<file path="src/rtl/score_bcd_keeper_pkg.sv">
// Shared constants and types for the BCD score keeper: point table defaults,
// digit geometry, the saturation value and the FSM state encoding.
package score_bcd_keeper_pkg;

  localparam int unsigned DIGIT_W    = 4;
  localparam int unsigned NUM_DIGITS = 4;
  localparam int unsigned SCORE_W    = DIGIT_W * NUM_DIGITS;
  localparam int unsigned PEND_W     = 4;
  localparam int unsigned LINES_W    = 3;

  // Default points awarded per number of lines cleared.
  localparam int unsigned PTS1 = 1;
  localparam int unsigned PTS2 = 3;
  localparam int unsigned PTS3 = 5;
  localparam int unsigned PTS4 = 8;

  // 9999 in packed BCD, thousands digit in the top nibble.
  localparam logic [SCORE_W-1:0] SCORE_SAT_BCD = 16'h9999;

  typedef enum logic [0:0] {
    ST_IDLE = 1'b0,
    ST_ADD  = 1'b1
  } state_e;

  // Points for a clear event; 0 lines and the illegal codes 5..7 score nothing.
  function automatic logic [PEND_W-1:0] pts_lookup(
    input logic [LINES_W-1:0] lines,
    input logic [PEND_W-1:0]  p1,
    input logic [PEND_W-1:0]  p2,
    input logic [PEND_W-1:0]  p3,
    input logic [PEND_W-1:0]  p4
  );
    logic [PEND_W-1:0] pts;
    case (lines)
      3'd1:    pts = p1;
      3'd2:    pts = p2;
      3'd3:    pts = p3;
      3'd4:    pts = p4;
      default: pts = '0;
    endcase
    return pts;
  endfunction

endpackage

</file>
<file path="src/rtl/score_bcd_keeper_bcd_digit_inc.sv">
// Single BCD digit conditional incrementer (combinational).
//   digit      : current BCD digit 0..9
//   carry_in   : add one to this digit
//   digit_next : resulting BCD digit
//   carry_out  : digit wrapped 9 -> 0, propagate to the next digit
module bcd_digit_inc
  import score_bcd_keeper_pkg::*;
(
  input  logic [DIGIT_W-1:0] digit,
  input  logic               carry_in,
  output logic [DIGIT_W-1:0] digit_next,
  output logic               carry_out
);

  always_comb begin
    digit_next = digit;
    carry_out  = 1'b0;
    if (carry_in) begin
      if (digit >= DIGIT_W'(9)) begin
        digit_next = '0;
        carry_out  = 1'b1;
      end else begin
        digit_next = digit + DIGIT_W'(1);
      end
    end
  end

endmodule

</file>
<file path="src/rtl/score_bcd_keeper.sv">
// Four-digit BCD score keeper. Accepts one line-clear event at a time over a
// valid/ready handshake and adds its points one per clock, saturating at 9999.
//   clk, rst            : clock, synchronous active-high reset
//   pause               : freezes the adder and blocks acceptance
//   clear_valid/_lines  : line-clear event (lines 0..4, 5..7 score nothing)
//   clear_ready         : event can be accepted this cycle
//   score1..score4      : BCD ones..thousands digits
//   score_sat           : score has reached 9999
//   score_tick          : one-cycle pulse per single-point increment
module score_bcd_keeper
  import score_bcd_keeper_pkg::*;
#(
  parameter int unsigned PTS1 = score_bcd_keeper_pkg::PTS1,
  parameter int unsigned PTS2 = score_bcd_keeper_pkg::PTS2,
  parameter int unsigned PTS3 = score_bcd_keeper_pkg::PTS3,
  parameter int unsigned PTS4 = score_bcd_keeper_pkg::PTS4
) (
  input  logic               clk,
  input  logic               rst,
  input  logic               pause,
  input  logic               clear_valid,
  input  logic [LINES_W-1:0] clear_lines,
  output logic               clear_ready,
  output logic [DIGIT_W-1:0] score1,
  output logic [DIGIT_W-1:0] score2,
  output logic [DIGIT_W-1:0] score3,
  output logic [DIGIT_W-1:0] score4,
  output logic               score_sat,
  output logic               score_tick
);

  state_e                                 state;
  logic [PEND_W-1:0]                      pend;
  logic [NUM_DIGITS-1:0][DIGIT_W-1:0]     score_q;
  logic [NUM_DIGITS-1:0][DIGIT_W-1:0]     score_inc;
  logic [NUM_DIGITS:0]                    carry;
  logic [PEND_W-1:0]                      pts;
  logic                                   at_max;

  // Ripple chain computing score+1 in a single cycle.
  assign carry[0] = 1'b1;
  for (genvar i = 0; i < NUM_DIGITS; i++) begin : g_digit
    bcd_digit_inc u_inc (
      .digit      (score_q[i]),
      .carry_in   (carry[i]),
      .digit_next (score_inc[i]),
      .carry_out  (carry[i+1])
    );
  end

  assign at_max = (score_q == SCORE_SAT_BCD);
  assign pts    = pts_lookup(clear_lines, PEND_W'(PTS1), PEND_W'(PTS2),
                             PEND_W'(PTS3), PEND_W'(PTS4));

  // Ready must drop in the same cycle pause rises, so it is decoded from state.
  assign clear_ready = (state == ST_IDLE) && !pause;

  // FSM, pending-points counter and score registers.
  always_ff @(posedge clk) begin
    if (rst) begin
      state      <= ST_IDLE;
      pend       <= '0;
      score_q    <= '0;
      score_sat  <= 1'b0;
      score_tick <= 1'b0;
    end else begin
      score_tick <= 1'b0;
      if (!pause) begin
        case (state)
          ST_IDLE: begin
            if (clear_valid) begin
              pend <= pts;
              if (pts != '0) state <= ST_ADD;
            end
          end
          ST_ADD: begin
            if (!at_max) begin
              score_q    <= score_inc;
              score_tick <= 1'b1;
              score_sat  <= (score_inc == SCORE_SAT_BCD);
            end
            pend <= pend - PEND_W'(1);
            if (pend == PEND_W'(1)) state <= ST_IDLE;
          end
          default: state <= ST_IDLE;
        endcase
      end
    end
  end

  assign score1 = score_q[0];
  assign score2 = score_q[1];
  assign score3 = score_q[2];
  assign score4 = score_q[3];

endmodule

</file>
<file path="config.mk">
export PLATFORM = sky130hd
export DESIGN_NAME = score_bcd_keeper
export DESIGN_NICKNAME = d
export VERILOG_FILES = /design/src/rtl/score_bcd_keeper_pkg.sv /design/src/rtl/score_bcd_keeper_bcd_digit_inc.sv /design/src/rtl/score_bcd_keeper.sv
export SDC_FILE = /design/constraint.sdc
export NUM_CORES = 1
export LEC_CHECK = 0
export BUFFER_PORTS_ARGS = -buffer_cell sky130_fd_sc_hd__buf_2
export CORE_MARGIN = 3
export CORE_UTILIZATION = 29
export CTS_CLUSTER_SIZE = 8
export DETAILED_ROUTE_END_ITERATION = 8
export PLACE_DENSITY = 0.57
export SYNTH_ARGS = -nofsm -noshare
export SYNTH_HDL_FRONTEND = slang
export SYNTH_SLANG_ARGS = --single-unit
export TNS_END_PERCENT = 30
</file>
<file path="constraint.sdc">
create_clock -name clk -period 2.2 [get_ports clk]
set_input_delay 0.22 -clock clk [delete_from_list [all_inputs] [get_ports clk]]
set_output_delay 0.22 -clock clk [all_outputs]
set_load 0.02 [all_outputs]
</file>
Yosys cells after proc, flatten, opt, wreduce, memory -nomap -nowiden:

Cells that the tools add are included.

* bits in registers: 23
* input bits: 7
* output and inout bits: 19
* logic and storage cells: 54

* $add $sub $neg: 5
* $lt $le $gt $ge: 4
* equality and inequality tests: 8
* mux-type cells: 20
* bitwise logic cells: 3
* reduce and logical (&&, ||, !) cells: 6

Operator list (number)
* $eq A16 B16 Y1 const B: 2
* $mux W4: 8
* $add A4 B1 Y4 const B: 4
* $ge A4 B4 Y1 const B: 4
* $pmux W4 S4: 1
* $mux W1: 9
* $pmux W4 S2: 1
* $eq A3 B2 Y1 const B: 2
* $eq A4 B1 Y1 const B: 1
* $reduce_bool A4 Y1: 1
* $sub A4 B1 Y4 const B: 1
* $eq A3 B1 Y1 const B: 1
* $eq A3 B3 Y1 const B: 1
* $not A1 Y1: 3
* $reduce_and A3 Y1: 1
* $reduce_or A3 Y1: 1
* $ne A2 B2 Y1 const B: 1
* $pmux W1 S2: 1
* $reduce_and A2 Y1: 1
* $logic_and A1 B1 Y1: 1
* $logic_not A1 Y1: 1

Depth between registers and ports, before layout:

* depth in word-level cells: 6
* depth in mapped cells: 8
* gate-level depth less buffers: 7

Hierarchy:

Synthesis repeated with hierarchy kept, for this count alone.

* cell total of the unflattened synthesis: 205
* area total of the unflattened synthesis: 1671.6 um^2

By module, submodules not included
* score_bcd_keeper: times used 1, cells an instance 113, area each 1091.0 um^2, sequential area each 460.4 um^2
* bcd_digit_inc: times used 4, cells an instance 23, area each 145.1 um^2, sequential area each 0.0 um^2

Worst setup path before layout:

Ideal clock, no wire load.

* path type: reg2reg
* from: register score_q, in the netlist score1[1]
* to: register score_q, in the netlist score4[2]
* setup time: 0.117 ns
* data arrival time: 1.938 ns
* required time: 2.083 ns
* setup slack: 0.144 ns
* cell stages (with the launch flop): 8
* path buffers: 0
* period minus slack after synthesis: 2.056 ns
* path through: dfxtp_1 > inv_1 > ha_1 > or3b_4 > and3_1 > a21boi_2 > and3_1 > a32o_1

* longest elaborated chain between the ends: 5
* elaborated cells on any way between the ends: 8
* classes of those cells: order compare (1); eq/ne (1); mux (4); bitwise (1); reduce/logical (1)

Ends and longest elaborated chain
* start: declaration: RTL line score_bcd_keeper.sv:34 `logic [NUM_DIGITS-1:0][DIGIT_W-1:0] score_q;`
* start signal: assignment: RTL line score_bcd_keeper.sv:78 `score_q <= score_inc;`
* $ge A4 B4 Y1: RTL line score_bcd_keeper_bcd_digit_inc.sv:19 `if (digit >= DIGIT_W'(9)) begin`
* $mux W1: RTL line score_bcd_keeper_bcd_digit_inc.sv:19
* $mux W1 (2 in a row): RTL line score_bcd_keeper_bcd_digit_inc.sv:18 `if (carry_in) begin`
* $mux W4: RTL line score_bcd_keeper_bcd_digit_inc.sv:18

Parallel ways exist; a longest one is shown, timed or not.
A chain may end at the register's enable or synchronous reset.

Worst setup path in the final report:

* from: register score_q, in the netlist score1[0]
* to: register score_q, in the netlist score3[0]

* longest elaborated chain between the ends: 4
* elaborated cells on any way between the ends: 7
* classes of those cells: order compare (1); eq/ne (1); mux (3); bitwise (1); reduce/logical (1)

Ends and longest elaborated chain (RTL line)
* $ge A4 B4 Y1: score_bcd_keeper_bcd_digit_inc.sv:19
* $mux W1: score_bcd_keeper_bcd_digit_inc.sv:19
* $mux W1: score_bcd_keeper_bcd_digit_inc.sv:18
* $mux W4: score_bcd_keeper_bcd_digit_inc.sv:18

Parallel ways exist; a longest one is shown, timed or not.

==> results_dict.tcl <==
set metrics [dict create \
    outcome "complete, no violations" \
    final_common_cell "buf_2" \
    cts_buffers 3 \
    grt_pass1_vias 1322 \
    min_period_ns 1.99 \
    gp_congestion 0.842 \
    startpoint_type "flop" \
    clock_sinks 23 \
    synthToLayoutAreaGrowth_pct 21.3 \
    clock_latency_ns 0.27 \
    synth_edf_count 0 \
    fmax_ghz 0.502 \
    grt_first_pass_wirelength_um 6160 \
    initial_utilization 0.303 \
    rsz0062_at_grt "no" \
    hold_end "pend[3]" \
    synth_seq_cells 23 \
    required_ns 2.40 \
    hold_violations 0 \
    clock_skew_ns 0.00250 \
    synth.distinct_cells 46 \
    power_mw 0.796 \
    vias_per_cell 5.08 \
    r2r-start "score1[0]" \
    final_nets 226 \
    synth_flop_cell "dfxtp_1" \
    synthArstFlopShare 0 \
    drtAntennaViolNets 0 \
    first_pass_iters 4 \
    mostFrequentLayoutCells "buf_2, dfxtp_1, nor2_1" \
    reg2reg_to "score3[0]" \
    holdBufCountCts 0 \
    max_slew_margin 0.626 \
    die_area_um2 5860 \
    irDropWorstVdd_mv 0.286 \
    synth_cells 172 \
    cts_setup_buffers 0 \
    maxCapViolations 0 \
    critPathKind "flop to flop" \
    wire_per_inst_um 13.2 \
    synth_nets 193 \
    antenna_found_initial 0 \
    multiInputGateArea_um2 925 \
    setup_viol 0 \
    worstHoldPathCells 2 \
    leakagePower_nw 0.713 \
    drive_above_1_share 0.221 \
    r2r_setup_slack_ns 0.21 \
    coreArea_um2 4750 \
    end_kind "flop" \
    layout_setup_ws_ns 0.210 \
    synth.avg_cell_area_um2 8.39 \
    dp_hpwl_um 2740 \
    die_w_um 76.5 \
    die_h_um 76.5 \
    cp.arrival_ns 2.19 \
    grt_util_all_layers 0.127 \
    io_pins 26 \
    holdCritStartpoint "rst" \
    cts-htree-levels 1 \
    cts_resized 0 \
    hold_class "input pin to flop" \
    io_buffers 25 \
    yosysWarnings 0 \
    via_count 1376 \
    path_clk_slew_ns 0.09 \
    p_per_area_nw_per_um2 455 \
    clockBufferDepth 2 \
    drc_errors 0 \
    r2r_cells 7 \
    diodes 0 \
    grt.overflow.total 0 \
    syn-cell-area_um2 1440 \
    layout.area.seq_um2 462 \
    path_max_fanout 7 \
    synth.yosys.seq_area_share 0.319 \
    grt_max_degree 14 \
    root_buffer "clkbuf_8" \
    place_ws_ns 0.0984 \
    period_share 0.905 \
    fillers 523 \
    drt-initial-drc-count 79 \
    cts_tree "yes" \
    drt_wl_total_um 3590 \
    num_rows 25 \
    tns_ns 0 \
    drv_slew 0 \
    tightestPinTransition_ns 0.560 \
]
[state kept, by name, indices dropped and copies added (netlist names)]
signal      count
pend            4
score4          4
state           1
score1          4
score_tick      1
score3          4
score2          4
score_sat       1
[synth_stat cells, drive strengths merged (3+ instances only)]
| library cell | n | area share |
|---|---|---|
| nor2b | 3 | 0.018 |
| or4 | 3 | 0.016 |
| ha | 14 | 0.12 |
| dfxtp | 23 | 0.32 |
| nand4b | 6 | 0.036 |
| nand2 | 15 | 0.039 |
| mux2i | 3 | 0.021 |
| nor2 | 19 | 0.049 |
| a31oi | 4 | 0.017 |
| inv | 13 | 0.034 |
| nand3 | 6 | 0.021 |
| and3 | 3 | 0.013 |
| nor3 | 5 | 0.017 |
| o21ai | 5 | 0.017 |
| a21boi | 4 | 0.023 |
| clkbuf | 4 | 0.011 |
| a21oi | 9 | 0.031 |
[layout make-up]
type / instances / area share
Timing Repair Buffer: 33 / 0.106
Sequential cell: 23 / 0.264
Tap cell: 67 / 0.0479
Clock buffer: 3 / 0.0236
Inverter: 13 / 0.0279
Clock inverter: 1 / 0.00286
Multi-Input combinational cell: 131 / 0.528
[kinds of logic after synthesis]
kind of cell,Yosys count,share of synthesized area
simple gates,72,0.276
compound gates,40,0.202
flops,23,0.319
buf+inv,18,0.0486
fa+ha+maj,14,0.121
mux,3,0.0208
xor+xnor,2,0.0121
[worst max-delay path: stages (launching register included)]
cell	delay, ns
dfxtp_2	0.40
inv_1	0.07
ha_1	0.20
or3b_4	0.25
and3_1	0.18
a21bo_4	0.25
or4_1	0.46
a21oi_1	0.12
[power breakdown]
group / total [mW] / internal (mW) / switching [mW]
registers: 0.435 / 0.425 / 0.00989
clock network: 0.269 / 0.127 / 0.142
logic: 0.0916 / 0.0386 / 0.0529
[stage by stage]
step	hold WS [ns]	utilization	instance area [um^2]	std cells
finish	0.299	0.368	1750	271
global placement	0.456	0.356	1690	267
CTS	0.296	0.365	1740	271
global route	0.325	0.368	1750	271
floorplan	0.408	-	1440	172
detailed placement	0.465	0.356	1690	267
[worst max-delay path by stage]
stage,from,to,slack [ns]
after floorplan,score1[1],score4[2],0.14
final,score1[0],score3[0],0.21
after global routing,score1[0],score3[0],0.06
after global placement,score1[0],score4[2],0.19
after detailed placement,score1[0],score4[0],0.1
after CTS,score1[0],score4[0],0.06
[routing by layer]
layer | vias to the layer above | wire (um) | track usage
li1 | 699 | - | -
met1 | 646 | 1870 | 0.176
met2 | 29 | 1540 | 0.194
met3 | 2 | 167 | 0.0378
met4 | 0 | 14 | 0.0236
met5 | - | 0 | 0
No activity file was read; power rests on OpenSTA's default activity.
